### config.mk
export PLATFORM = sky130hd
export DESIGN_NAME = imem_port_arbiter
export DESIGN_NICKNAME = d
export VERILOG_FILES = /design/src/rtl/imem_port_arbiter.sv
export SDC_FILE = /design/constraint.sdc
export NUM_CORES = 1
export LEC_CHECK = 0
export CAP_MARGIN = 20
export CORE_ASPECT_RATIO = 0.8
export CORE_MARGIN = 2
export CORE_UTILIZATION = 28
export DETAILED_ROUTE_END_ITERATION = 12
export GPL_ROUTABILITY_DRIVEN = 0
export PLACE_DENSITY = 0.61
export RECOVER_POWER = 50
export REMOVE_ABC_BUFFERS = 1
export SETUP_SLACK_MARGIN = 0.1
export SLEW_MARGIN = 20
export SYNTH_ARGS = -nofsm -noshare
export SYNTH_HDL_FRONTEND = slang
export SYNTH_SLANG_ARGS = --single-unit
### constraint.sdc
create_clock -name clk -period 4.61 [get_ports clk]
set_input_delay 0.6915 -clock clk [delete_from_list [all_inputs] [get_ports clk]]
set_output_delay 0.6915 -clock clk [all_outputs]
set_load 0.05 [all_outputs]
### src/rtl/imem_port_arbiter.sv
// imem_port_arbiter: shares one combinational instruction-memory port between
// the I-cache refill burst engine and the CPU data-side read path. Refills
// stream up to BLOCK_SIZE words; data reads take a single word. Ties are
// broken round-robin so neither requester can starve the other.
module imem_port_arbiter #(
  parameter int ADDR_WIDTH = 32,
  parameter int DATA_WIDTH = 32,
  parameter int BLOCK_SIZE = 8
) (
  input  logic                  clk,
  input  logic                  rst,
  input  logic                  cache_mem_req,
  input  logic [ADDR_WIDTH-1:0] cache_mem_addr,
  input  logic [3:0]            cache_mem_burst_len,
  output logic                  cache_mem_ready,
  output logic [DATA_WIDTH-1:0] cache_mem_data,
  output logic                  cache_mem_valid,
  output logic                  cache_mem_last,
  input  logic                  dport_req,
  input  logic [ADDR_WIDTH-1:0] dport_addr,
  output logic [DATA_WIDTH-1:0] dport_rdata,
  output logic                  dport_ack,
  output logic [ADDR_WIDTH-1:0] mem_addr,
  input  logic [DATA_WIDTH-1:0] mem_data,
  output logic                  grant_cache,
  output logic                  grant_data
);

  localparam int BEAT_W  = (BLOCK_SIZE > 1) ? $clog2(BLOCK_SIZE) : 1;
  localparam int MAX_LEN = BLOCK_SIZE - 1;

  localparam logic [1:0] IDLE  = 2'd0;
  localparam logic [1:0] BURST = 2'd1;
  localparam logic [1:0] DATA  = 2'd2;

  localparam logic [ADDR_WIDTH-1:0] WORD_MASK = ~ADDR_WIDTH'(3);

  logic [1:0]            state;
  logic [BEAT_W-1:0]     beat;
  logic [BEAT_W-1:0]     len;
  logic [ADDR_WIDTH-1:0] base;
  logic [ADDR_WIDTH-1:0] data_addr;
  logic                  last_grant_cache;  // 1: cache won last, 0: data won last

  logic                  eff_cache;
  logic                  eff_data;
  logic                  pick_cache;
  logic [BEAT_W-1:0]     clamped_len;

  // Requests are masked in the cycle their own handshake pulse is high, so a
  // requester that has not yet dropped its request is not served twice.
  assign eff_cache  = cache_mem_req && !cache_mem_ready;
  assign eff_data   = dport_req && !dport_ack;
  assign pick_cache = eff_cache && (!eff_data || !last_grant_cache);

  assign grant_cache = (state == BURST);
  assign grant_data  = (state == DATA);

  // Clamp the requested burst length to the largest block the cache can hold.
  always_comb begin
    // NOTE: every always_comb output gets a value on every path (default
    // first), otherwise synthesis infers a latch to hold the old value.
    clamped_len = BEAT_W'(cache_mem_burst_len);
    if (int'(cache_mem_burst_len) > MAX_LEN) begin
      clamped_len = BEAT_W'(MAX_LEN);
    end
  end

  // Drive the shared memory address from the active transaction.
  always_comb begin
    mem_addr = '0;
    case (state)
      BURST:   mem_addr = base + (ADDR_WIDTH'(beat) << 2);
      DATA:    mem_addr = data_addr;
      default: mem_addr = '0;
    endcase
  end

  // Arbitration FSM plus the registered response outputs.
  always_ff @(posedge clk) begin
    if (rst) begin
      // NOTE: the data registers are reset along with the control state,
      // because every output must read 0 after reset; a plain storage array
      // would normally be left unreset.
      state            <= IDLE;
      beat             <= '0;
      len              <= '0;
      base             <= '0;
      data_addr        <= '0;
      last_grant_cache <= 1'b0;
      cache_mem_ready  <= 1'b0;
      cache_mem_data   <= '0;
      cache_mem_valid  <= 1'b0;
      cache_mem_last   <= 1'b0;
      dport_rdata      <= '0;
      dport_ack        <= 1'b0;
    end else begin
      // NOTE: non-blocking assignments throughout, so every register here
      // sees the pre-edge value of every other one regardless of order.
      cache_mem_ready <= 1'b0;
      cache_mem_valid <= 1'b0;
      cache_mem_last  <= 1'b0;
      dport_ack       <= 1'b0;

      case (state)
        IDLE: begin
          if (pick_cache) begin
            state            <= BURST;
            base             <= cache_mem_addr & WORD_MASK;
            len              <= clamped_len;
            beat             <= '0;
            last_grant_cache <= 1'b1;
            cache_mem_ready  <= 1'b1;
          end else if (eff_data) begin
            state            <= DATA;
            data_addr        <= dport_addr & WORD_MASK;
            last_grant_cache <= 1'b0;
          end
        end

        BURST: begin
          cache_mem_data  <= mem_data;
          cache_mem_valid <= 1'b1;
          cache_mem_last  <= (beat == len);
          if (beat == len) begin
            state <= IDLE;
          end else begin
            beat <= beat + BEAT_W'(1);
          end
        end

        DATA: begin
          dport_rdata <= mem_data;
          dport_ack   <= 1'b1;
          state       <= IDLE;
        end

        default: state <= IDLE;
      endcase
    end
  end

endmodule

# Word level (Yosys, flattened, before mapping)
# Cells that the tools add are included.
dict set report op_classes {
  magnitude_cmp 1
  n_eq_ne 7
  n_reduce_logical 18
  shifts 0
  mul 0
  mux 14
  add_sub_neg 2
  bitwise_logic 3
  div 0
}
# cell n
set op_table {}
lappend op_table {{$pmux W32 S2} 1}
lappend op_table {{$add A32 B5 Y32} 1}
lappend op_table {{$mux W3} 3}
lappend op_table {{$mux W2} 3}
lappend op_table {{$pmux W3 S2} 1}
lappend op_table {{$reduce_and A2 Y1} 3}
lappend op_table {{$reduce_and A3 Y1} 2}
lappend op_table {{$mux W1} 5}
lappend op_table {{$gt A4 B3 Y1 const B} 1}
lappend op_table {{$logic_not A1 Y1} 4}
lappend op_table {{$ne A2 B2 Y1 const B} 2}
lappend op_table {{$pmux W2 S2} 1}
lappend op_table {{$reduce_bool A2 Y1} 2}
lappend op_table {{$reduce_or A2 Y1} 2}
lappend op_table {{$add A3 B1 Y3 const B} 1}
lappend op_table {{$eq A3 B3 Y1} 1}
lappend op_table {{$logic_and A1 B1 Y1} 3}
lappend op_table {{$ne A3 B3 Y1 const B} 1}
lappend op_table {{$not A1 Y1} 3}
lappend op_table {{$eq A2 B1 Y1 const B} 1}
lappend op_table {{$eq A2 B2 Y1 const B} 1}
lappend op_table {{$logic_not A2 Y1} 1}
lappend op_table {{$ne A2 B1 Y1 const B} 1}
lappend op_table {{$logic_or A1 B1 Y1} 1}
dict set report totals {
  latch_bits 0
  n_memories 0
  ram_bits 0
  inputBits 104
  reg_bits 137
  elab_cells 57
  output_inout_bits 102
  rom_bits 0
}

# Logic depth before layout (Yosys ltp)
# Gate-level depths: netlist of the first run.
dict set report depth {
  ltp_word 7
  mapped_depth 8
  ltp_nobuf 6
}

# Least setup slack after synthesis of the first run
# OpenSTA, ideal clock, no wires.
dict set report synth_timing {
  path_kind {reg-to-output}
  from {register state[0]}
  to {output mem_addr[6]}
  setup_slack_ns 0.998
  required_time_ns 3.919
  stages_incl_launch_ff 7
  arrival_ns 2.920
  n_path_buf 2
  cell_sequence {dfxtp_1 -> inv_1 -> ha_1 -> clkbuf_1 -> buf_1 -> nand2_1 -> a21boi_0}
}
dict set report synth_via {
  elab_chain_len 2
  word_cells_on_any_way 3
  cone_classes {eq/ne: 2; mux: 1}
}
# element line_no
set synth_lines {}
lappend synth_lines {{start, declared} 38} ;# logic [1:0] state;
lappend synth_lines {{start signal, assigned} 85} ;# state <= IDLE;
lappend synth_lines {{start signal, assigned} 108} ;# state <= BURST;
lappend synth_lines {{start signal, assigned} 115} ;# state <= DATA;
lappend synth_lines {{$eq A2 B2 Y1} --}
lappend synth_lines {{via grant_data} 26} ;# output logic grant_data
lappend synth_lines {{$pmux W32 S2} 72} ;# case (state)
lappend synth_lines {{end, declared} 23} ;# output logic [ADDR_WIDTH-1:0] mem_addr,
# The timed path passes the listed nets, and every way through them passes these cells.

# Worst setup path after layout of the first run
dict set report layout_timing {
  from {register beat[0]}
  to {output mem_addr[16]}
}
dict set report layout_via {
  elab_chain_len 2
}
# element line_no
set layout_lines {}
lappend layout_lines {{start, declared} 39} ;# logic [BEAT_W-1:0] beat;
lappend layout_lines {{start signal, assigned} 128} ;# beat <= beat + BEAT_W'(1);
lappend layout_lines {{$add A32 B5 Y32} 73} ;# BURST: mem_addr = base + (ADDR_WIDTH'(beat) << 2);
lappend layout_lines {{$pmux W32 S2} 72}
# Every way passes these cells.

==> out/summary.txt, run 1 <==
Worst relative slew slack - 0.2484
Largest area contributor in the netlist - dfxtp_1
Top cells by count, synth - 137 x dfxtp_1, 109 x nor2_1, 95 x mux2i_1
WP data required - 3920 ps
Largest net degree at the start of global routing - 76
CTS tree - built
Via density - 4.764
Core area - 0.02156 sq mm
LEAKAGE - 3.475 nW
Type of the worst min-delay path - flip-flop to flip-flop
Async SR Flop Fraction - 0
CP max stage delay - 830 ps
Reg2reg start - state[0]$_SDFFE_PP0P_
Cell count after placement - 1142
Total Routing Usage GR - 0.1631
Worst Path Arrival - 3600 ps
Power share of the clock group - 0.373
Total of max-cap violations - 0
Antenna diode count - 0
Top FF cell, synth - dfxtp_1
Net Sw Power - 1.194 mW
Hold Buf Count CTS - 0
CP Cell Sequence - ha_1, fa_1, a21oi_2, buf_4, or4_1, or4_1, nand3_1, clkdlybuf4s50_1
R2r setup slk - 1990 ps
First-pass GRT wire length - 29100 um
Seq cells post-synth - 137
Most common cell type on the critical path - or4_1
Layout fillers - 2148
FF/Latch Area - 0.002743 sq mm
Clock skew - 12.26 ps
Num CTS Buffers - 17
Cells after Synth - 700
GRT overflow - 0
# Post-CTS Setup Buffers - 0
Switch share - 0.3317
WS Path Type - flip-flop to output pin
Clk sinks - 137
Multi-input logic area - 0.003152 sq mm
Total Die Area - 0.02312 sq mm
CP startpoint - beat[0]$_SDFFE_PP0P_
CP top delay family - simple AND/OR/NAND/NOR gates
RSZ-0062 raised after global routing - false
P&R area growth vs syn - 45.93%
Final Non-Filler Cells - 1174
Top post-synthesis cells by area - dfxtp_1 45%, mux2i_1 16%, nor2_1 6.7%, nand2_1 5.7%, a21oi_1 2.8%
Final Setup Violations - 0
Post-DP HPWL - 12960 um
Int Pwr - 2.405 mW
Worst-case reg-to-reg path depth - 7
Seq pwr share - 0.385
Detailed Route Iter0 Violations - 301
Final #Nets - 998
Fin crit share - 0.9305
Worst setup EP type - output pin
Combinational Power Share - 0.242
# rows - 48
Slowest CP cell - clkdlybuf4s50_1
Pwr dens - 402.0 mW/mm^2
Vias in the first global route - 5419
Max IR drop VDD - 0.1975 mV
Die Ht - 136.4 um
Share of cells above drive strength 1 - 0.05895
Routed WL per cell - 15.82 um
Fin. max-slew vios - 0
Cell variety after synth - 55
I/O pin count - 206
Count leader, synth - dfxtp_1
Initial Utilization - 0.2845
EDFF count, synth - 0
First-pass iteration count of the detailed router - 4
Fmax achieved - 233.1 MHz
R2R Path End - state[0]$_SDFFE_PP0P_
# port buffers - 199
Hold Path Depth - 2
Slack of the critical path - 320.2 ps
WL final - 18580 um
H-tree Lvls - 4
Average size of a mapped cell - 8.764 sq um
Hold Path Sink - base[4]$_SDFFE_PP0P_
Place WS - 736.6 ps
Levels on crit path - 8
CTS max path bufs - 2
Initial antenna violation count - 0
Skew-Pair Late Insertion Delay - 430 ps
Mapped cell area - 0.006135 sq mm
Synth top area share - 0.4471
Max FO, Critical Path - 9
Post-cts sizing count - 0
Worst-Margin Slew - 1127 ps
Die X-Extent - 169.5 um
Worst min-delay path startpoint - base[4]$_SDFFE_PP0P_
Via count - 5593
Reg clk slew, reported paths - 60 ps
Hold Fails Final Rpt - 0
CTS Root Cell - clkbuf_16
Final ANT Viol Nets - 0
CP startpoint kind - flip-flop
Power, Total - 3.599 mW
Register area share after synthesis - 0.4471
Buffers & Inverters on Critical Path - 2
Tmin final - 4290 ps
Outcome - complete, no violations
Ys Warns - 0
Post-route DRC - 0
==> routing by layer <==
metal	wire, um	up-vias	GRT usage
met2	8111	186	0.2476
met3	1626	20	0.06434
met1	8586	2570	0.2130
met5	0	-	0
met4	252	0	0.05081
li1	-	2817	-
==> power groups by stage <==
stage	clock [mW]	combinational [mW]	sequential [mW]
final	1.34	0.871	1.38
after detailed placement	0	0.889	1.41
after global placement	0	0.885	1.41
after floorplan	0	0.391	1.56
after CTS	1.38	0.893	1.38
after global routing	1.43	0.943	1.40
==> tightest hold or removal path, stage by stage, from the launching register on <==
cell	delay [ps]
dfxtp_1	320
nand2_1	50
a21oi_1	50
==> layout make-up <==
cell class	instances	area share
multi-input combinational	507	0.3521
sequential	137	0.3064
timing repair buffer	213	0.2345
clock buffer	18	0.04906
tap	275	0.03843
clock inverter	14	0.01537
inverter	10	0.004193
==> through the flow <==
stage          hold WS (ps)  area, sq um    util  TNS [ps]
2_1_floorplan         434.0         5926       -     -2935
3_3_place_gp          454.0         8382  0.3888         0
3_5_place_dp          455.5         8382  0.3888         0
4_1_cts               464.9         8959  0.4155         0
5_1_grt               484.8         8952  0.4152         0
6_report              465.5         8952  0.4152         0
==> registers in the layout, summed over array words and instances (netlist names) <==
name / count
cache_mem_data: 32
dport_rdata: 32
base: 30
data_addr: 30
beat: 3
len: 3
state: 2
cache_mem_last: 1
cache_mem_ready: 1
cache_mem_valid: 1
dport_ack: 1
last_grant_cache: 1
==> cells in the final DEF, fill, tap and decap left out, types with 4 or more instances in the layout <==
cell type / n
inv_1: 10
xor2_1: 4
clkbuf_16: 17
nor4_1: 8
or4_1: 4
inv_6: 5
nor2b_1: 5
o211ai_1: 10
a21oi_1: 34
clkinv_4: 5
nand4_1: 11
xnor2_1: 8
clkdlybuf4s50_1: 165
and4_1: 5
dlygate4sd3_1: 33
dfxtp_1: 137
nand2_1: 93
nand3_1: 21
mux2i_1: 95
nor2_1: 109
o21ai_0: 13
ha_1: 7
a32oi_1: 7
nor3_1: 17
buf_4: 12
==> cell families after synthesis <==
| family | Yosys count | synth area share |
|---|---|---|
| other | 1 | 0.0006113 |
| buffers and inverters | 57 | 0.04079 |
| XOR/XNOR | 12 | 0.01713 |
| flip-flops | 137 | 0.4471 |
| AO/OA/AOI/OAI | 97 | 0.1048 |
| AND/OR/NAND/NOR | 293 | 0.2170 |
| multiplexers | 95 | 0.1550 |
| adder cells (fa/ha/maj) | 8 | 0.01754 |
==> worst max path at each step <==
stage	to
detailed placement	mem_addr[16]
global placement	mem_addr[20]
global route	mem_addr[20]
CTS	mem_addr[16]
floorplan	mem_addr[10]
finish	mem_addr[16]
No activity file was read; power rests on OpenSTA's default activity.
==> inputs of run 2 (changes only) <==
CORE_UTILIZATION = 50   (was 28)
PLACE_DENSITY = 0.94   (was 0.61)
==> run 2 against run 1 <==
- the run now ends with capacitance limit, slew limit left
- via count rose by 3.5%
- combinational power rose by 0.8%
- critical path depth fell by 1
- core utilization rose by 31 points
- largest cell class unchanged
- largest power group unchanged
- highest routed layer unchanged
==> out/summary.txt, run 2 (synthesized netlist as in run 1, its figures left out) <==
Antenna diode count - 0 (unchanged)
Hold Fails Final Rpt - 0 (unchanged)
CTS Root Cell - clkbuf_16
Max IR drop VDD - 0.3337 mV (+69%)
Hold Buf Count CTS - 0 (unchanged)
WS Path Type - flip-flop to output pin
Pwr dens - 412.8 mW/mm^2 (+2.7%)
WP data required - 3920 ps (about the same)
Slowest CP cell - clkdlybuf4s50_1
Fin crit share - 0.9193 (-0.01128)
Worst-Margin Slew - 2329 ps (+1202 ps)
Via density - 5.528 (+16%)
RSZ-0062 raised after global routing - false
H-tree Lvls - 4 (unchanged)
Die Ht - 103.1 um (-24%)
Largest regs - cache_mem_data: 32 flops, dport_rdata: 32 flops
Levels on crit path - 7 (-1)
WL final - 17550 um (-5.5%)
I/O pin count - 206 (unchanged)
Initial antenna violation count - 0 (unchanged)
Clock skew - 12.46 ps (+0.1983 ps)
CP max stage delay - 810 ps (-20 ps)
CP top delay family - simple AND/OR/NAND/NOR gates
P&R area growth vs syn - 42.50%
Worst-case reg-to-reg path depth - 6 (-1)
Post-route DRC - 0 (unchanged)
Most common cell type on the critical path - or4_1
Routed length on met2 - 8137 um (+0.32%)
Initial Utilization - 0.5082 (+0.2237)
CTS max path bufs - 2 (unchanged)
Worst Path Arrival - 3550 ps (-50 ps)
Wire length on met1 - 7550 um (-12%)
First-pass GRT wire length - 27660 um (-5.0%)
Met3 Wirelength - 1528 um (-6.0%)
CTS tree - built
Core area - 0.01207 sq mm (-44%)
Total of max-cap violations - 4 (+4)
Top Layer Used - met4
Die X-Extent - 127.8 um (-25%)
Post-DP HPWL - 11810 um (-8.9%)
Buffers & Inverters on Critical Path - 1 (-1)
# Post-CTS Setup Buffers - 0 (unchanged)
Most frequent cells in the layout - 197 x clkdlybuf4s50_1, 137 x dfxtp_1, 109 x nor2_1, 95 x mux2i_1, 93 x nand2_1
Total Routing Usage GR - 0.2672 (+0.1041)
Vias in the first global route - 5656 (+4.4%)
Post-cts sizing count - 0 (unchanged)
Hold Path Depth - 2 (unchanged)
Outcome - finished with violations
Type of the worst min-delay path - flip-flop to flip-flop
Worst setup EP type - output pin
Commonest non-fill, non-tap cell in the layout - clkdlybuf4s50_1
LEAKAGE - 3.343 nW (-3.8%)
Routed WL per cell - 16.76 um (+5.9%)
Final Setup Violations - 0 (unchanged)
Final setup TNS - 0 ps (unchanged)
Skew-Pair Late Insertion Delay - 420 ps (about the same)
GRT overflow - 0 (unchanged)
Largest net degree at the start of global routing - 93 (+22%)
Final #Nets - 994 (-0.40%)
Final ANT Viol Nets - 0 (unchanged)
CP Cell Sequence - ha_1, fa_1, a21oi_2, or4_1, or4_1, nand3_1, clkdlybuf4s50_1
Layout fillers - 861 (-60%)
First-pass iteration count of the detailed router - 5 (+1)
Failing checks - capacitance limit, slew limit
Fin. max-slew vios - 202 (+202)
Total Die Area - 0.01318 sq mm (-43%)
Share of cells above drive strength 1 - 0.05140 (-0.007558)
Clk sinks - 137 (unchanged)
CP startpoint kind - flip-flop
Num CTS Buffers - 17 (unchanged)
Tmin final - 4238 ps (-52.01 ps)
Fmax achieved - 236.0 MHz (+1.2%)
Worst hold margin - 475.7 ps (+10.25 ps)
Via count - 5788 (+3.5%)
Max FO, Critical Path - 9 (unchanged)
Worst relative slew slack - -0.5528 (-0.8011)
# rows - 36 (-25%)
Detailed Route Iter0 Violations - 381 (+27%)
# port buffers - 199 (unchanged)
Reg clk slew, reported paths - 60 ps (about the same)
## run 2: worst register-to-register path: stages (launching register included)
cell      delay, ps
dfxtp_1         380
inv_1            80
ha_1            270
o211ai_1        100
clkbuf_1       1680
mux2i_1         370
nor2_1           80
## run 2: cell type report
type | count | area (sq um) | area share
inverters | 10 | 37.54 | 0.004294
multi-input cells | 507 | 3146 | 0.3598
clock buffers | 18 | 429.2 | 0.04909
clock inverters | 14 | 146.4 | 0.01675
flip-flops and latches | 137 | 2743 | 0.3137
repair buffers | 209 | 2051 | 0.2346
well taps | 152 | 190.2 | 0.02175
## run 2: report_power, final
group	internal, mW	switching, mW
logic	0.349	0.528
clock network	0.799	0.543
registers	1.30	0.0906
## run 2: worst paths after layout
kind	startpoint	endpoint	slack, ps
worst max-delay path	beat[0]$_SDFFE_PP0P_	mem_addr[20]	370
worst min-delay path	base[2]$_SDFFE_PP0P_	base[2]$_SDFFE_PP0P_	480
worst max register to register	state[0]$_SDFFE_PP0P_	data_addr[21]$_SDFFE_PP0P_	1460
worst min register to register	base[2]$_SDFFE_PP0P_	base[2]$_SDFFE_PP0P_	480
## run 2: stage by stage
stage	setup slack [ps]	std cells	instance area, sq um	utilization	power (mW)
after CTS	390.4	1047	8761	0.7257	3.609
final	372.2	1047	8742	0.7242	3.609
after floorplan	-348.3	654	5926	-	1.953
after global placement	887.2	1015	8185	0.6781	2.256
after detailed placement	872.8	1015	8185	0.6781	2.276
after global routing	234.6	1047	8742	0.7242	3.744
## run 2: metal layers
metal | GRT usage | up-vias
met4 | 0.08791 | 0
met2 | 0.4455 | 233
li1 | - | 2806
met3 | 0.09652 | 40
met5 | 0 | -
met1 | 0.3255 | 2709
